$ cat src/rtl/decoder_seq_n.sv
// -----------------------------------------------------------------------------
// decoder_seq_n
//   Registered SEL_W-to-2^SEL_W one-hot decoder driven by a small command
//   interface. A command selects one of four modes:
//     STATIC - hold one line high until the next command
//     PULSE  - drive one line high for len_eff enabled cycles, then flag done
//     SCAN   - rotate a single high line, dwelling len_eff cycles per index
//     CLEAR  - drop all lines and return to idle
//
// Ports
//   clk        rising-edge clock for all state
//   rst_n      asynchronous active-low reset
//   enable     global enable; when low, out is forced to 0 and state freezes
//   cmd_valid  command present
//   cmd_ready  command can be accepted this cycle (combinational)
//   cmd_mode   00 STATIC, 01 PULSE, 10 SCAN, 11 CLEAR
//   cmd_sel    start / target index
//   cmd_len    dwell (SCAN) or pulse length (PULSE); 0 behaves as 1
//   out        one-hot (or all-zero) decoded output
//   cur_sel    index currently driven (registered)
//   busy       high whenever the sequencer is not idle
//   done       one-cycle pulse after the last cycle of a PULSE
// -----------------------------------------------------------------------------
module decoder_seq_n #(
  parameter int SEL_W = 3,
  parameter int LEN_W = 8
) (
  input  logic                    clk,
  input  logic                    rst_n,
  input  logic                    enable,
  input  logic                    cmd_valid,
  output logic                    cmd_ready,
  input  logic [1:0]              cmd_mode,
  input  logic [SEL_W-1:0]        cmd_sel,
  input  logic [LEN_W-1:0]        cmd_len,
  output logic [(2**SEL_W)-1:0]   out,
  output logic [SEL_W-1:0]        cur_sel,
  output logic                    busy,
  output logic                    done
);

  localparam int OUT_W = 2**SEL_W;

  localparam logic [1:0] MODE_STATIC = 2'b00;
  localparam logic [1:0] MODE_PULSE  = 2'b01;
  localparam logic [1:0] MODE_SCAN   = 2'b10;
  localparam logic [1:0] MODE_CLEAR  = 2'b11;

  typedef enum logic [1:0] {
    ST_IDLE  = 2'b00,
    ST_HOLD  = 2'b01,
    ST_PULSE = 2'b10,
    ST_SCAN  = 2'b11
  } state_e;

  state_e             state_q,   state_d;
  logic [OUT_W-1:0]   out_q,     out_d;
  logic [SEL_W-1:0]   cur_sel_q, cur_sel_d;
  logic [LEN_W-1:0]   cnt_q,     cnt_d;
  // Latched len_eff-1 so later cmd_len changes cannot disturb a running scan.
  logic [LEN_W-1:0]   reload_q,  reload_d;
  logic               done_q,    done_d;

  logic               cmd_ready_s;
  logic               accept_s;
  logic [LEN_W-1:0]   len_m1_s;
  logic [OUT_W-1:0]   sel_onehot_s;

  // Command handshake and decoded command fields.
  always_comb begin
    cmd_ready_s  = enable & (state_q != ST_PULSE);
    accept_s     = cmd_valid & cmd_ready_s;
    // A zero length behaves as one cycle, so the counter preload is len-1 or 0.
    if (cmd_len == {LEN_W{1'b0}}) begin
      len_m1_s = {LEN_W{1'b0}};
    end else begin
      len_m1_s = cmd_len - LEN_W'(1);
    end
    sel_onehot_s = {{(OUT_W-1){1'b0}}, 1'b1} << cmd_sel;
  end

  // Sequencer next-state: command load, pulse countdown and scan rotation.
  always_comb begin
    state_d   = state_q;
    out_d     = out_q;
    cur_sel_d = cur_sel_q;
    cnt_d     = cnt_q;
    reload_d  = reload_q;
    done_d    = done_q;
    if (!enable) begin
      // Frozen: all state, including a pending done, holds until re-enable.
      state_d = state_q;
    end else if (accept_s) begin
      // A new command replaces whatever HOLD/SCAN was doing.
      cur_sel_d = cmd_sel;
      out_d     = sel_onehot_s;
      cnt_d     = len_m1_s;
      reload_d  = len_m1_s;
      done_d    = 1'b0;
      case (cmd_mode)
        MODE_STATIC: state_d = ST_HOLD;
        MODE_PULSE:  state_d = ST_PULSE;
        MODE_SCAN:   state_d = ST_SCAN;
        MODE_CLEAR: begin
          state_d   = ST_IDLE;
          out_d     = {OUT_W{1'b0}};
          cur_sel_d = {SEL_W{1'b0}};
        end
        default:     state_d = ST_IDLE;
      endcase
    end else begin
      done_d = 1'b0;
      case (state_q)
        ST_PULSE: begin
          if (cnt_q == {LEN_W{1'b0}}) begin
            out_d   = {OUT_W{1'b0}};
            state_d = ST_IDLE;
            done_d  = 1'b1;
          end else begin
            cnt_d = cnt_q - LEN_W'(1);
          end
        end
        ST_SCAN: begin
          if (cnt_q == {LEN_W{1'b0}}) begin
            // Index wraps naturally at OUT_W because cur_sel is SEL_W bits.
            cur_sel_d = cur_sel_q + SEL_W'(1);
            out_d     = {out_q[OUT_W-2:0], out_q[OUT_W-1]};
            cnt_d     = reload_q;
          end else begin
            cnt_d = cnt_q - LEN_W'(1);
          end
        end
        default: state_d = state_q;
      endcase
    end
  end

  // State registers with asynchronous reset.
  always_ff @(posedge clk or negedge rst_n) begin
    if (!rst_n) begin
      state_q   <= ST_IDLE;
      out_q     <= {OUT_W{1'b0}};
      cur_sel_q <= {SEL_W{1'b0}};
      cnt_q     <= {LEN_W{1'b0}};
      reload_q  <= {LEN_W{1'b0}};
      done_q    <= 1'b0;
    end else begin
      state_q   <= state_d;
      out_q     <= out_d;
      cur_sel_q <= cur_sel_d;
      cnt_q     <= cnt_d;
      reload_q  <= reload_d;
      done_q    <= done_d;
    end
  end

  // Output drive: enable masks out and done immediately, without a cycle of lag.
  always_comb begin
    cmd_ready = cmd_ready_s;
    out       = enable ? out_q : {OUT_W{1'b0}};
    cur_sel   = cur_sel_q;
    busy      = (state_q != ST_IDLE);
    done      = done_q & enable;
  end

endmodule

$ cat config.mk
export PLATFORM = sky130hd
export DESIGN_NAME = decoder_seq_n
export DESIGN_NICKNAME = d
export VERILOG_FILES = /design/src/rtl/decoder_seq_n.sv
export SDC_FILE = /design/constraint.sdc
export NUM_CORES = 1
export LEC_CHECK = 0
export CAP_MARGIN = 20
export CORE_MARGIN = 1
export CORE_UTILIZATION = 54
export CTS_CLUSTER_DIAMETER = 100
export DETAILED_ROUTE_END_ITERATION = 10
export PLACE_DENSITY_LB_ADDON = 0.3
export SYNTH_ARGS = -nofsm -noshare
export SYNTH_HDL_FRONTEND = slang
export SYNTH_SLANG_ARGS = --single-unit
$ cat constraint.sdc
create_clock -name clk -period 2.4 [get_ports clk]
set_clock_uncertainty 0.2 [all_clocks]
set_input_delay 0.48 -clock clk [delete_from_list [all_inputs] [get_ports clk]]
set_output_delay 0.48 -clock clk [all_outputs]
set_load 0.03 [all_outputs]
==> results.toml, run 1 <==
[final_layout]
layout.filler_cells = 242
post-route-util = 0.759
final_nets = 299
area.growth.synth_to_final_pct = 30.8
drive_gt1_frac = 0.215
num_antenna_cells = 0
finalNonFillerCells = 321

[synthesis]
synthesis.area_um2 = 1980
syn-num-nets = 246
synth-edff-count = 0
yosys.cell_types.count = 56
yosys.area.top_type_share = 0.379
most_frequently_used_cell_type_in_the_post_synthesis_netlist = "sky130_fd_sc_hd__dfrtp_1"
synthDominantAreaCellType = "sky130_fd_sc_hd__dfrtp_1"
syn-mean-instance-area_um2 = 8.97
synth-warning-count = 0
dominantRegCellSynth = "sky130_fd_sc_hd__dfrtp_1"
async_reset_ff_frac = 1.00
synth_sequential_area_ratio = 0.379
yosys_reg_bits = 30
main_area_contributors_after_synthesis = "sky130_fd_sc_hd__dfrtp_1 (38%), sky130_fd_sc_hd__ha_1 (5.1%), sky130_fd_sc_hd__nor2_1 (4.7%), sky130_fd_sc_hd__and2_1 (3.8%), sky130_fd_sc_hd__a21oi_1 (3.0%)"
most_numerous_cell_types_in_the_synthesized_netlist = "sky130_fd_sc_hd__dfrtp_1 (30), sky130_fd_sc_hd__nor2_1 (25), sky130_fd_sc_hd__nand2_1 (16)"
postSynthCellCount = 221

[timing]
rsz_0062_raised_after_global_routing = "false"
final_max_slew_viol_count = 0
max_freq_mhz = 438
timing.final.crit_share = 0.952
worst_slew_margin_rel = 0.726
timing.final.setup_violations = 0
post-route-min-period_ps = 2290
finalHoldViolations = 0
worst_slew_pin_slew_ps = 408
timing.final.ws_setup_ps = 115

[worst_setup_path]
worst_path_max_delay_cell = "sky130_fd_sc_hd__clkdlybuf4s50_1"
cp.required_ps = 2440
worst-endpoint-arrival_ps = 2320
worst_setup_sp_type = "primary input"
worstPathCellList = "clkdlybuf4s50_1 -> inv_1 -> ha_1 -> or3b_4 -> o31a_1 -> o21a_1 -> o21a_1 -> o32a_1"
maximum_net_fanout_on_the_critical_path = 3
critical-path-top-cell-by-count = "sky130_fd_sc_hd__o21a_1"
worstSetupPathType = "primary input to flip-flop"
critPathCaptureType = "flip-flop"
critical-path-max-stage-delay_ps = 420

[die]
die_y_um = 62.6
fp.coreArea_um2 = 3420
rows = 21
die-width_um = 62.6
i_o_pins = 31
initial_core_util = 0.580
fp.dieArea_um2 = 3920

[power]
netSwitchingFraction = 0.388
power_per_cell_area_nw_per_um2 = 1050
cellLeakagePower_nw = 1.13
p_clk_frac = 0.201
internal_power_mw = 1.67
combinationalPowerShare = 0.442
p_sw_mw = 1.06
irDropWorstVdd_mv = 0.576
p_seq_frac = 0.357

[detailed_routing]
routed_wirelength_um = 4810
firstDrtPassIters = 4
avgViaCountPerCell = 5.78
detailroute.via_count = 1854
drtAntennaViolNets = 0
detail_route.drc_violations = 0
drtIter0Drc = 133
wl_cell_um = 15.0

[placement]
buffers_added_on_ports = 30
hpwlAfterDp_um = 3430
post-place-ws_ps = -234
place_inst = 313
place_congestion = 0.821

[grt]
grt_first_pass_wirelength_um = 8130
grt_max_degree = 31
grt_pass1_vias = 1739
grtUsageTotal = 0.266
grt-ovfl-total = 0
initial_antenna_violation_count = 0

[clock_tree]
insertion_delay_ps = 350
htree_num_levels = 2
clock_sinks = 30
post-cts-setup-buffers = 0
cts_buffers = 5
holdBufCountCts = 0
worst_setup_hold_path_clk_slew_ps = 100
clock_tree.root_cell = "sky130_fd_sc_hd__clkbuf_4"
tritoncts = "done"
cts_buffer_depth = 2

[outcome]
status = "completed"

[job]
number_of_max_cap_violations = 0

[worst_hold_path]
worst_hold_path_type = "flip-flop to flip-flop"
through the flow:
step / TNS, ps / power, mW / instance area, µm² / hold WS (ps)
after floorplan: 0 / 1.74 / 1980 / -15.6
after global placement: -780 / 2.12 / 2470 / 260
after detailed placement: -993 / 2.16 / 2470 / 271
after CTS: 0 / 2.71 / 2580 / 293
after global routing: 0 / 2.88 / 2590 / 304
final: 0 / 2.73 / 2590 / 292
worst max-delay path: cells and delay by family:
kind / cells / cell delay [ps]
compound gates: 4 / 790
buf+inv: 2 / 500
fa+ha+maj: 1 / 160
simple gates: 1 / 400
power by group through the flow:
stage,Clock (mW),Combinational (mW),Sequential (mW)
after CTS,0.547,1.20,0.967
after global placement,0,1.15,0.971
after global routing,0.563,1.31,1.01
final,0.549,1.21,0.976
after floorplan,0,0.767,0.978
after detailed placement,0,1.19,0.975
final timing paths:
check	start	endpoint	slack, ps	cells after the start
max	cmd_len[0]	cnt_q[6]$_DFFE_PN0P_	110	8
max reg2reg	cnt_q[1]$_DFFE_PN0P_	cnt_q[5]$_DFFE_PN0P_	140	7
min	reload_q[6]$_DFFE_PN0P_	reload_q[6]$_DFFE_PN0P_	290	1
max in group asynchronous	rst_n	reload_q[5]$_DFFE_PN0P_	1390	2
min in group asynchronous	rst_n	reload_q[2]$_DFFE_PN0P_	320	2
min reg2reg	reload_q[6]$_DFFE_PN0P_	reload_q[6]$_DFFE_PN0P_	290	1
sequential cells by signal, summed over array words and instances (netlist names):
signal / flops
state_q: 2
cnt_q: 8
reload_q: 8
done_q: 1
cur_sel: 3
out_q: 8
what timing repair did:
action,CTS,global route
endpoints found under the hold margin,0,0
gates resized for setup,0,2
endpoints found under the setup margin,0,6
kinds of logic (layout without fill, tap and decap cells):
logic type	after synthesis	in the layout	share of synthesized area
AO/OA/AOI/OAI	66	66	0.229
flip-flops	30	30	0.379
XOR/XNOR	3	3	0.0133
AND/OR/NAND/NOR	91	91	0.260
multiplexers	4	4	0.0215
buffers and inverters	19	73	0.0467
adder cells (fa/ha/maj)	8	8	0.0505
cells in the final DEF, fill, tap and decap left out, types with 3 or more instances in the layout:
| master | instances |
|---|---|
| sky130_fd_sc_hd__nor2b_1 | 3 |
| sky130_fd_sc_hd__nand3_1 | 4 |
| sky130_fd_sc_hd__nand2_1 | 16 |
| sky130_fd_sc_hd__o21a_1 | 6 |
| sky130_fd_sc_hd__ha_1 | 8 |
| sky130_fd_sc_hd__a21oi_1 | 12 |
| sky130_fd_sc_hd__clkbuf_4 | 5 |
| sky130_fd_sc_hd__o22a_1 | 3 |
| sky130_fd_sc_hd__a32oi_1 | 5 |
| sky130_fd_sc_hd__a31oi_1 | 6 |
| sky130_fd_sc_hd__nor2_1 | 25 |
| sky130_fd_sc_hd__o21ai_0 | 11 |
| sky130_fd_sc_hd__dfrtp_1 | 30 |
| sky130_fd_sc_hd__nor3_1 | 5 |
| sky130_fd_sc_hd__clkdlybuf4s50_1 | 19 |
| sky130_fd_sc_hd__or3_1 | 3 |
| sky130_fd_sc_hd__o21ai_1 | 3 |
| sky130_fd_sc_hd__inv_1 | 10 |
| sky130_fd_sc_hd__and2_1 | 12 |
| sky130_fd_sc_hd__buf_4 | 33 |
| sky130_fd_sc_hd__a211oi_1 | 4 |
routing by layer:
layer | vias up | global-route usage | share of wire
li1 | 914 | - | -
met3 | 9 | 0.0547 | 0.065
met2 | 70 | 0.418 | 0.46
met4 | 0 | 0.0988 | 0.014
met1 | 861 | 0.359 | 0.46
met5 | - | 0 | 0
area by class of cell:
cell class	count	area [µm²]	share of cell area
clock buffer	6	51.3	0.0198
clock inverter	2	60.1	0.0232
inverter	10	37.5	0.0145
multi-input combinational	172	1140	0.442
sequential	30	751	0.290
tap	46	57.6	0.0222
timing repair buffer	55	490	0.189
(Power assumes the default switching activity.)
==> run 2, diff against run 1 <==
--- a/config.mk
+++ b/config.mk
@@ -10,6 +10,7 @@
 export CORE_UTILIZATION = 54
 export CTS_CLUSTER_DIAMETER = 100
 export DETAILED_ROUTE_END_ITERATION = 10
+export MAX_ROUTING_LAYER = met4
 export PLACE_DENSITY_LB_ADDON = 0.3
 export SYNTH_ARGS = -nofsm -noshare
 export SYNTH_HDL_FRONTEND = slang
==> run 2 against run 1 <==
Setup slack better by 0.95 ps. First-iteration DRC count is 32% higher. Sequential cell count stayed put. Total power hardly changed. Critical endpoint unchanged.
==> results.toml, run 2 (synthesized netlist as in run 1, its figures left out) <==
[worst_setup_path]
worst-endpoint-arrival_ps = 2320
ff2ff_setup_slack_ps = 140
cp.required_ps = 2440
reg2regPathDepth = 7
maximum_net_fanout_on_the_critical_path = 3
worst_r2r_startpoint = "cnt_q[1]$_DFFE_PN0P_"
critPathCaptureType = "flip-flop"
worstSetupPathType = "primary input to flip-flop"
worst_setup_sp_type = "primary input"
timing.rr.end = "cnt_q[5]$_DFFE_PN0P_"

[worst_hold_path]
worst_hold_path_type = "flip-flop to flip-flop"
hold_start = "reload_q[6]$_DFFE_PN0P_"
hold-path-endpoint = "reload_q[6]$_DFFE_PN0P_"
min_delay_path_depth = 1

[detailed_routing]
drtAntennaViolNets = 0
drtIter0Drc = 176
detailroute.via_count = 1858
detail_route.drc_violations = 0
routed_wirelength_um = 4820
avgViaCountPerCell = 5.79
firstDrtPassIters = 5
wl_cell_um = 15.0

[final_layout]
final_common_cell = "sky130_fd_sc_hd__buf_4"
multiInputGateArea_um2 = 1140
drive_gt1_frac = 0.215
area.growth.synth_to_final_pct = 30.8
biggestRegsByFlops = "cnt_q (8), out_q (8), reload_q (8)"
ff_latch_area_um2 = 751
final_nets = 299
final_cell_mix = "sky130_fd_sc_hd__buf_4 (33), sky130_fd_sc_hd__dfrtp_1 (30), sky130_fd_sc_hd__nor2_1 (25), sky130_fd_sc_hd__clkdlybuf4s50_1 (19), sky130_fd_sc_hd__nand2_1 (16)"
num_antenna_cells = 0
post-route-util = 0.759
layout.filler_cells = 242

[job]
number_of_max_cap_violations = 0

[grt]
grtUsageTotal = 0.274
grt_max_degree = 31
grt-ovfl-total = 0
initial_antenna_violation_count = 0
grt_first_pass_wirelength_um = 8150
grt_pass1_vias = 1736

[die]
i_o_pins = 31
initial_core_util = 0.580
die-width_um = 62.6
rows = 21
die_y_um = 62.6
fp.coreArea_um2 = 3420
fp.dieArea_um2 = 3920

[clock_tree]
clock_tree.root_cell = "sky130_fd_sc_hd__clkbuf_4"
clock_sinks = 30
tritoncts = "done"
htree_num_levels = 2
cts_buffers = 5
cts_buffer_depth = 2
worst_setup_hold_path_clk_slew_ps = 100
holdBufCountCts = 0
insertion_delay_ps = 350

[timing]
worst_slew_margin_rel = 0.728
rsz_0062_raised_after_global_routing = "false"
finalHoldViolations = 0
timing.final.ws_setup_ps = 116
worst_slew_pin_slew_ps = 404
timing.final.setup_violations = 0
post-route-min-period_ps = 2280
final_max_slew_viol_count = 0
max_freq_mhz = 438
timing.setup.tns_ps = 0
timing.final.crit_share = 0.952

[placement]
buffers_added_on_ports = 30
place_congestion = 0.834
hpwlAfterDp_um = 3430
post-place-ws_ps = -234

[power]
irDropWorstVdd_mv = 0.578
power_per_cell_area_nw_per_um2 = 1050
cellLeakagePower_nw = 1.13

[outcome]
status = "completed"
run 2: cell counts in the layout (fill, tap and decap cells not counted):
Identical to the previous run, type by type.
run 2: report_power, final:
| group | total, mW | switching (mW) | internal (mW) |
|---|---|---|---|
| combinational | 1.21 | 0.630 | 0.578 |
| sequential | 0.975 | 0.233 | 0.742 |
| clock | 0.549 | 0.196 | 0.353 |
| total | 2.73 | 1.06 | 1.67 |
run 2: critical path: stages:
cell and delay (ps):
sky130_fd_sc_hd__clkdlybuf4s50_1 420, sky130_fd_sc_hd__inv_1 80, sky130_fd_sc_hd__ha_1 160, sky130_fd_sc_hd__or3b_4 400, sky130_fd_sc_hd__o31a_1 240, sky130_fd_sc_hd__o21a_1 200
sky130_fd_sc_hd__o21a_1 190, sky130_fd_sc_hd__o32a_1 160
run 2: final cells by class:
| type | instances | share of cell area |
|---|---|---|
| Multi-Input combinational cell | 172 | 0.442 |
| Sequential cell | 30 | 0.290 |
| Timing Repair Buffer | 55 | 0.189 |
| Clock inverter | 2 | 0.0232 |
| Tap cell | 46 | 0.0222 |
| Clock buffer | 6 | 0.0198 |
| Inverter | 10 | 0.0145 |
run 2: stage by stage:
step	hold WS, ps	cells	power [mW]	area [µm²]
finish	293	321	2.73	2590
global route	304	321	2.88	2590
CTS	293	321	2.71	2580
detailed placement	271	313	2.16	2470
global placement	260	313	2.12	2470
floorplan	-15.6	221	1.74	1980
run 2: timing repair:
action,CTS,global route
buffers inserted,0,0
hold endpoints to repair,0,0
endpoints found under the setup margin,0,6
gates resized for setup,0,2
run 2: how the worst max path moves through the flow:
| stage | start | end | slack, ps |
|---|---|---|---|
| detailed placement | cmd_len[0] | cnt_q[6]$_DFFE_PN0P_ | -230 |
| CTS | state_q[1]$_DFFE_PN0P_ | busy | 10 |
| floorplan | cmd_len[0] | cnt_q[6]$_DFFE_PN0P_ | 240 |
| finish | cmd_len[0] | cnt_q[6]$_DFFE_PN0P_ | 120 |
| global route | cmd_len[1] | cnt_q[6]$_DFFE_PN0P_ | 20 |
| global placement | cmd_len[0] | cnt_q[6]$_DFFE_PN0P_ | -210 |
run 2: per-layer routing:
metal  wire length, µm  track usage
met5                 0            -
met4                69       0.0988
met3               295       0.0547
met2              2180        0.418
met1              2280        0.362
